File: config.mk
export PLATFORM = sky130hd
export DESIGN_NAME = uart_rx_fifo
export DESIGN_NICKNAME = d
export VERILOG_FILES = /design/src/rtl/uart_rx_fifo.sv
export SDC_FILE = /design/constraint.sdc
export NUM_CORES = 1
export LEC_CHECK = 0
export BUFFER_PORTS_ARGS = -buffer_cell sky130_fd_sc_hd__buf_2
export CAP_MARGIN = 0
export CORE_ASPECT_RATIO = 0.5
export CORE_UTILIZATION = 41
export CTS_BUF_LIST = sky130_fd_sc_hd__clkbuf_16
export DETAILED_ROUTE_END_ITERATION = 12
export PLACE_DENSITY = 0.6
export SYNTH_ARGS = -nofsm -noshare
export SYNTH_HDL_FRONTEND = slang
export SYNTH_SLANG_ARGS = --single-unit
File: constraint.sdc
create_clock -name clk -period 2.5 [get_ports clk]
set_input_delay 0.125 -clock clk [delete_from_list [all_inputs] [get_ports clk]]
set_output_delay 0.125 -clock clk [all_outputs]
set_load 0.05 [all_outputs]
File: src/rtl/uart_rx_fifo.sv
// UART receiver (8N1) feeding a 2^FIFO_ADDR_WIDTH-byte receive FIFO, popped with port A read timing.
// Define UART_RX_PARITY_EN to receive 8E1 frames and flag parity errors on perr.
module uart_rx_fifo #(
    parameter int unsigned CLK_FREQ        = 50_000_000,
    parameter int unsigned BAUD_RATE       = 9600,
    parameter int unsigned FIFO_ADDR_WIDTH = 3
) (
    input  logic       clk,
    input  logic       rst,
    input  logic       uart_rx,
    input  logic       re,
    output logic [7:0] dout,
    output logic       empty,
    output logic       full,
    output logic       overrun,
    output logic       perr
);
    localparam int unsigned BIT_TICKS = CLK_FREQ / BAUD_RATE;
    localparam int unsigned TICK_W    = $clog2(BIT_TICKS);
    localparam int unsigned DEPTH     = 1 << FIFO_ADDR_WIDTH;
    localparam logic [TICK_W-1:0] TICK_MID  = TICK_W'(BIT_TICKS / 2);
    localparam logic [TICK_W-1:0] TICK_LAST = TICK_W'(BIT_TICKS - 1);
    localparam logic [FIFO_ADDR_WIDTH:0] FULL_CNT = (FIFO_ADDR_WIDTH + 1)'(DEPTH);

`ifdef UART_RX_PARITY_EN
    typedef enum logic [2:0] {IDLE, START, DATA, PARITY, STOP} state_t;
`else
    typedef enum logic [1:0] {IDLE, START, DATA, STOP} state_t;
`endif

    state_t state, state_n;
    logic       sync1, rx, rx_prev;
    logic [1:0] primed;
    logic [TICK_W-1:0] tick;
    logic [2:0] bit_cnt;
    logic [7:0] shift;
    logic       bit_end, shift_en, frame_ok, push_req;
`ifdef UART_RX_PARITY_EN
    logic       par_bit, par_sample, par_err, par_set;
`endif

    logic [7:0] mem [DEPTH];
    logic [FIFO_ADDR_WIDTH-1:0] wp, rp;
    logic [FIFO_ADDR_WIDTH:0]   count, count_n;
    logic pop, wr, drop;

    // rx_prev only goes high from genuinely sampled line data, so a frame cut by
    // reset cannot fake a falling edge once the reset-valued synchroniser drains.
    always_ff @(posedge clk or negedge rst) begin
        if (!rst) begin
            sync1   <= 1'b1;
            rx      <= 1'b1;
            rx_prev <= 1'b0;
            primed  <= '0;
        end else begin
            sync1   <= uart_rx;
            rx      <= sync1;
            primed  <= {primed[0], 1'b1};
            rx_prev <= rx & primed[1];
        end
    end

    assign bit_end = (tick == TICK_LAST);

    always_ff @(posedge clk or negedge rst) begin
        if (!rst) state <= IDLE;
        else      state <= state_n;
    end

    always_comb begin
        state_n = state;
        case (state)
            IDLE:   if (rx_prev && !rx) state_n = START;
            START:  if (tick == TICK_MID) state_n = rx ? IDLE : DATA;
`ifdef UART_RX_PARITY_EN
            DATA:   if (bit_end && bit_cnt == 3'd7) state_n = PARITY;
            PARITY: if (bit_end) state_n = STOP;
`else
            DATA:   if (bit_end && bit_cnt == 3'd7) state_n = STOP;
`endif
            STOP:   if (bit_end) state_n = IDLE;
            default: state_n = IDLE;
        endcase
    end

    always_comb begin
        shift_en = 1'b0;
        frame_ok = 1'b0;
`ifdef UART_RX_PARITY_EN
        par_sample = 1'b0;
        par_set    = 1'b0;
        par_err    = ^{shift, par_bit};
`endif
        case (state)
            DATA: shift_en = bit_end;
`ifdef UART_RX_PARITY_EN
            PARITY: par_sample = bit_end;
            STOP: begin
                frame_ok = bit_end & rx & ~par_err;
                par_set  = bit_end & par_err;
            end
`else
            STOP: frame_ok = bit_end & rx;
`endif
            default: ;
        endcase
    end

    always_ff @(posedge clk or negedge rst) begin
        if (!rst) begin
            tick     <= '0;
            bit_cnt  <= '0;
            shift    <= '0;
            push_req <= 1'b0;
`ifdef UART_RX_PARITY_EN
            par_bit  <= 1'b0;
`endif
        end else begin
            if (state_n != state || bit_end) tick <= '0;
            else                             tick <= tick + 1'b1;
            if (shift_en) begin
                shift   <= {rx, shift[7:1]};
                bit_cnt <= bit_cnt + 3'd1;
            end
`ifdef UART_RX_PARITY_EN
            if (par_sample) par_bit <= rx;
`endif
            push_req <= frame_ok;
        end
    end

    // A push into a full FIFO still succeeds when a pop frees a slot on the same edge.
    assign pop  = re & ~empty;
    assign wr   = push_req & (~full | pop);
    assign drop = push_req & full & ~pop;

    always_comb begin
        case ({wr, pop})
            2'b10:   count_n = count + 1'b1;
            2'b01:   count_n = count - 1'b1;
            default: count_n = count;
        endcase
    end

    always_ff @(posedge clk) begin
        if (wr) mem[wp] <= shift;
    end

    always_ff @(posedge clk or negedge rst) begin
        if (!rst) begin
            wp      <= '0;
            rp      <= '0;
            count   <= '0;
            empty   <= 1'b1;
            full    <= 1'b0;
            overrun <= 1'b0;
            dout    <= '0;
        end else begin
            if (wr) wp <= wp + 1'b1;
            if (pop) begin
                rp   <= rp + 1'b1;
                dout <= mem[rp];
            end
            count <= count_n;
            empty <= (count_n == '0);
            full  <= (count_n == FULL_CNT);
            if (drop)     overrun <= 1'b1;
            else if (pop) overrun <= 1'b0;
        end
    end

`ifdef UART_RX_PARITY_EN
    always_ff @(posedge clk or negedge rst) begin
        if (!rst)         perr <= 1'b0;
        else if (par_set) perr <= 1'b1;
    end
`else
    assign perr = 1'b0;
`endif

endmodule

==> results of run 1 <==
==> Yosys cell counts, types with 5 or more instances <==
library cell	instances
edfxtp_1	64
dfrtp_1	50
nand2_1	27
mux4_2	16
xnor2_1	13
nor2_1	11
mux2i_1	10
nor2_2	10
ha_1	9
inv_1	9
mux2_4	9
o21ai_1	8
nor3_1	7
a21oi_1	5
nand3_1	5
==> path summary, 6_finish.rpt <==
kind	slack [ns]	end	start
worst max-delay path	0.19	full$_DFF_PN0_	empty$_DFF_PN1_
worst min-delay path	0.11	overrun$_DFFE_PN0P_	re
worst max register to register	0.19	full$_DFF_PN0_	empty$_DFF_PN1_
worst min register to register	0.35	primed[1]$_DFF_PN0_	primed[0]$_DFF_PN0_
max in group asynchronous	1.38	rp[2]$_DFFE_PN0P_	rst
min in group asynchronous	0.41	count[0]$_DFF_PN0_	rst
==> metrics by stage <==
step | power, uW | worst slack [ns] | util (%) | area [um2] | hold WS (ns)
CTS | 5660 | 0.05077 | 51.32 | 5808 | 0.09155
global route | 5888 | 0.04082 | 51.44 | 5822 | 0.1357
detailed placement | 3402 | 0.06093 | 46.29 | 5239 | 0.2524
floorplan | 3163 | 0.04041 | - | 4921 | -0.1706
finish | 5610 | 0.1949 | 51.44 | 5822 | 0.1119
global placement | 3370 | 0.3088 | 46.29 | 5239 | 0.2440
==> registers in the layout, indices dropped and copies added, names as in the netlist <==
signal    count
sync1         1
overrun       1
wp            3
dout          8
shift         8
bit_cnt       3
full          1
mem          64
count         4
rx            1
state         2
empty         1
rx_prev       1
primed        2
rp            3
tick         13
push_req      1
==> what timing repair did <==
action / CTS / global route
gates resized for setup: 0 / 4
setup endpoints to repair: 0 / 2
hold buffers: 2 / 0
hold endpoints to repair: 36 / 0
==> power by group through the flow <==
stage | clock network [uW] | logic (uW) | registers, uW
2_1_floorplan | 0 | 787 | 2380
3_3_place_gp | 0 | 933 | 2440
3_5_place_dp | 0 | 962 | 2440
4_1_cts | 2290 | 967 | 2410
5_1_grt | 2370 | 1080 | 2430
6_report | 2230 | 963 | 2410
==> cells by family after synthesis <==
logic type,Yosys count,share of synthesized area [%]
simple gates,90,10.45
buf+inv,21,2.115
mux,39,13.05
xor+xnor,17,3.033
other cells,2,0.1530
flops,117,66.23
fa+ha+maj,10,2.701
compound gates,19,2.268
==> layer usage <==
metal  vias to the layer above  wire [um]  track usage, %
li1                       1240          -               -
met3                         6        316           3.909
met2                        60       4256           26.31
met4                         0         53           9.118
met1                      1300       4097           20.81
met5                         -          0               0
==> worst register-to-register path, stage by stage, from the launching register on <==
cell and delay, ns:
dfstp_2 0.36, nand2b_4 0.14, a21boi_2 0.16, inv_1 0.09
ha_2 0.21, fa_1 0.39, xor2_1 0.18, nor4b_2 0.36
o21bai_1 0.15, mux2i_1 0.17
==> final cells by class <==
cell class	instances	share of cell area [%]
clock buffers	17	7.307
flip-flops and latches	117	55.86
multi-input cells	177	27.10
well taps	159	3.417
repair buffers	32	3.611
inverters	9	0.5803
clock inverters	15	2.128
==> flow_summary.toml, run 1 <==
[job]
maxCapViolCount = 0

[clock_tree]
cts.sinks = 117
cts_buffers = 17
path_clk_slew_ns = 0.05
post_cts.repair.setup_buffers = 0
htree_levels = 4
clkLatencyLatePin_ns = 0.40
cts_tree = "built"
cts_max_path_buffers = 2
cts-root-buf = "clkbuf_16"

[sta]
worst_pin_slew_ns = 0.9104
final.setup.tns_ns = 0
finalSetupViolCount = 0
relSlewSlack_pct = 39.31
finClkSkew_ns = 0.01282
hold_viol = 0
rsz0062_at_grt = "false"
period_needed_ns = 2.305
maxSlewViolCount = 0
max_freq_mhz = 433.8
min_period_over_period_pct = 92.20

[worst_setup_path]
cp.arrival_ns = 2.61
r2r.worst_path.cells = 9
cp_max_fo = 5
path_buf_inv = 1
cp-end-kind = "register"
max_stage_delay_ns = 0.39
worst_setup_path_start_kind = "register"
cpMaxStageDelayCell = "fa_1"
cp_cell_sequence = "nand2b_4 > a21boi_2 > inv_1 > ha_2 > fa_1 > xor2_1 > nor4b_2 > o21bai_1 > mux2i_1"
cp.required_ns = 2.81
crit_type = "register to register"
critPathTopFamily = "adder cells"
cp.depth = 9

[layout]
final_cell_count_no_fill = 526
layout-drive-gt1-share_pct = 28.61
multi_input_comb_area_um2 = 1578
final_common_cell = "edfxtp_1"
nFillCells = 943
area_growth_syn_to_layout_pct = 18.58
layout_common_cells = "edfxtp_1, dfrtp_1, nand2_1"
final_net_count = 368
regArea_um2 = 3252
antennaDiodeCount = 0

[yosys]
avgSynthCellArea_um2 = 15.59
ys_seq_area_share_pct = 66.23
synth.largest_area_cell = "edfxtp_1"
netlist_instances = 315
async_reset_ff_share_pct = 45.30
synth-edff-count = 64
synth.area.top_cells = "edfxtp_1, dfrtp_1, mux4_2"
syn_nets = 329
netlist_area_um2 = 4910
synthFlopType = "edfxtp_1"
yosysTopAreaCellShare_pct = 39.14
ys_seq_elements = 117
synth_warnings = 0
synth_cell_types = 50

[place]
hpwlAfterDp_um = 5443
io_buffers = 14
dp_cells = 492
place_congestion = 0.7845

[power_and_ir_drop]
clkPwrFrac_pct = 39.8
powerDensity_nw_per_um2 = 963.6
power_switching_uw = 1551
swShare_pct = 27.65
ir_worst_vdd_v = 0.0005177
intPower_uw = 4059
p_leak_uw = 0.002485
seqPwrFrac_pct = 43.0
power_frac_comb_pct = 17.2

[drt]
drc = 0
drt_iter0_markers = 215
routed_wl_um = 8724
via_per_inst = 4.954
ant_nets = 0
firstDrtPassIters = 4
vias = 2606
post_drt_wl_per_cell_um = 16.59

[global_route]
first_global_vias = 2762
antenna_found_initial = 0
grt_max_degree = 40
grt_pass1_wl_um = 14550
track_usage_pct = 16.43
grt_overflow_total = 0

[floorplan]
num_rows = 27
ios = 16
die-area_um2 = 12440
die_h_um = 79.38
start_util_pct = 43.38
core_um2 = 11320
die_w_um = 156.8

[min_path]
hold-path-cell-count = 4
hold_path_class = "input port to register"

[status]
status = "complete, no violations"
(Power assumes the default switching activity.)
==> run 2, diff against run 1 <==
REMOVE_ABC_BUFFERS = 1   (was default)
==> run 2 against run 1 <==
  * Final area is 0.95% higher
  * Non-clock buffer count up 1
  * Critical path type unchanged
  * Flip-flop and latch count stayed put
  * Routed wire length down 1.4%
  * Critical path depth is 1 lower
  * Count of clock-buffer cells in the layout stayed put
  * Maximum frequency is 0.22% lower
==> flow_summary.toml, run 2 (synthesis results as in run 1) <==
[place]
dp_cells = 493
io_buffers = 14
hpwlAfterDp_um = 5357
place_congestion = 0.8105

[floorplan]
die_w_um = 156.8
ios = 16
start_util_pct = 43.38
num_rows = 27
core_um2 = 11320
die_h_um = 79.38
die-area_um2 = 12440

[layout]
max_flop_register = "mem"
antennaDiodeCount = 0
fin_util_pct = 51.93
final_common_cell = "edfxtp_1"
top_regs = "mem: 64 flops, tick: 13 flops"
largest_register_ffs = 64
nFillCells = 936
area_growth_syn_to_layout_pct = 19.70
final_cell_count_no_fill = 527
layout_common_cells = "edfxtp_1, dfrtp_1, nand2_1"
final_net_count = 369
layout-drive-gt1-share_pct = 28.53

[drt]
firstDrtPassIters = 4
routed_wl_um = 8601
drt_iter0_markers = 196
ant_nets = 0
via_per_inst = 4.962
post_drt_wl_per_cell_um = 16.32
vias = 2615
drc = 0

[worst_setup_path]
cp-end-kind = "register"
startpoint = "empty$_DFF_PN1_"
cp.arrival_ns = 2.63
crit_end = "full$_DFF_PN0_"
cp_max_fo = 5
worst-r2r-setup-slack_ns = 0.19
cpMaxStageDelayCell = "dfstp_2"
path_buf_inv = 1
worstReg2RegStart = "empty$_DFF_PN1_"
r2r.worst_path.cells = 8
cp.depth = 8
r2r-end = "full$_DFF_PN0_"
path_common_cell = "a21oi_1"
crit_type = "register to register"
max_stage_delay_ns = 0.52
cp_cell_sequence = "nand2b_1 > inv_1 > ha_4 > ha_1 > a21oi_1 > and4b_1 > a21oi_1 > mux2i_1"
cp.required_ns = 2.82
critPathTopFamily = "adder cells"
worst_setup_path_start_kind = "register"

[power_and_ir_drop]
power_uw = 5826
seqPwrFrac_pct = 41.3
power_frac_comb_pct = 16.8
p_leak_uw = 0.002521
intPower_uw = 4266
power_switching_uw = 1560
ir_worst_vdd_v = 0.0004471
powerDensity_nw_per_um2 = 991.4
swShare_pct = 26.77
clkPwrFrac_pct = 41.8

[sta]
period_needed_ns = 2.310
maxSlewViolCount = 0
finalSetupViolCount = 0
worst_pin_slew_ns = 0.6550
relSlewSlack_pct = 56.33
final.setup.tns_ns = 0
whs_ns = 0.1780
finClkSkew_ns = 0.009211
max_freq_mhz = 432.9
hold_viol = 0
min_period_over_period_pct = 92.41

[status]
status = "complete, no violations"

[global_route]
grt_pass1_wl_um = 14100
track_usage_pct = 15.94
grt_max_degree = 31
first_global_vias = 2715
antenna_found_initial = 0
grt_overflow_total = 0

[job]
maxCapViolCount = 0

[clock_tree]
post_cts.repair.setup_buffers = 0
cts_buffers = 17
cts_tree = "built"
htree_levels = 4
cts.sinks = 117
cts_max_path_buffers = 2
clkLatencyLatePin_ns = 0.40
path_clk_slew_ns = 0.05
cts-root-buf = "clkbuf_16"

[min_path]
hold-path-cell-count = 4
hold_path_class = "input port to register"
-- run 2: cell types whose count changed in the layout (fill, tap and decap cells not counted) --
cell,before,now
a21oi_1,4,5
ha_2,1,0
nand2b_4,1,0
inv_1,12,13
ha_4,0,1
buf_4,16,17
bufinv_16,2,4
nand2b_1,3,4
a21oi_2,1,0
clkinv_1,3,1
clkinvlp_4,1,0
-- run 2: power by group through the flow --
stage / combinational [uW] / sequential (uW) / clock, uW
6_report: 981 / 2410 / 2440
4_1_cts: 995 / 2410 / 2480
3_3_place_gp: 911 / 2430 / 0
5_1_grt: 1090 / 2440 / 2590
2_1_floorplan: 596 / 2500 / 0
3_5_place_dp: 960 / 2440 / 0
-- run 2: cell type report --
cell class	instances	area [um2]	area share (%)
clock inverters	15	172.7	2.938
multi-input cells	177	1577	26.83
flip-flops and latches	117	3252	55.33
well taps	159	198.9	3.385
inverters	9	33.78	0.5748
clock buffers	17	425.4	7.239
repair buffers	33	217.7	3.704
-- run 2: worst reg2reg max path, stage by stage, from the launching register on --
cell and delay [ns]:
dfstp_2 0.52, nand2b_1 0.16, inv_1 0.13, ha_4 0.20, ha_1 0.34, a21oi_1 0.11
and4b_1 0.21, a21oi_1 0.32, mux2i_1 0.24
-- run 2: what timing repair did --
action	in CTS	in global routing
hold endpoints to repair	51	0
endpoints found under the setup margin	1	2
cloned	0	0
pin swaps	0	4
gates resized for setup	1	4
hold buffers	2	0
-- run 2: worst min-delay path by stage --
stage / to / startpoint / slack [ns]
floorplan: bit_cnt[0]$_DFFE_PN0P_ / rst / -0.17
global placement: count[0]$_DFF_PN0_ / rst / 0.16
detailed placement: count[2]$_DFF_PN0_ / rst / 0.17
CTS: overrun$_DFFE_PN0P_ / re / 0.09
global route: overrun$_DFFE_PN0P_ / re / 0.21
finish: overrun$_DFFE_PN0P_ / re / 0.18
-- run 2: routing by layer --
| layer | up-vias | GRT usage, % | routed length [um] |
|---|---|---|---|
| li1 | 1237 | - | - |
| met1 | 1325 | 19.72 | 3897 |
| met2 | 47 | 25.64 | 4238 |
| met3 | 6 | 5.646 | 389 |
| met4 | 0 | 6.569 | 75 |
| met5 | - | 0 | 0 |
-- run 2: stage by stage --
| stage | instance area, um2 | setup slack, ns |
|---|---|---|
| 4_1_cts | 5861 | 0.1108 |
| 6_report | 5877 | 0.1898 |
| 2_1_floorplan | 4840 | -0.3388 |
| 3_5_place_dp | 5236 | 0.05885 |
| 3_3_place_gp | 5236 | 0.2464 |
| 5_1_grt | 5877 | -0.02123 |
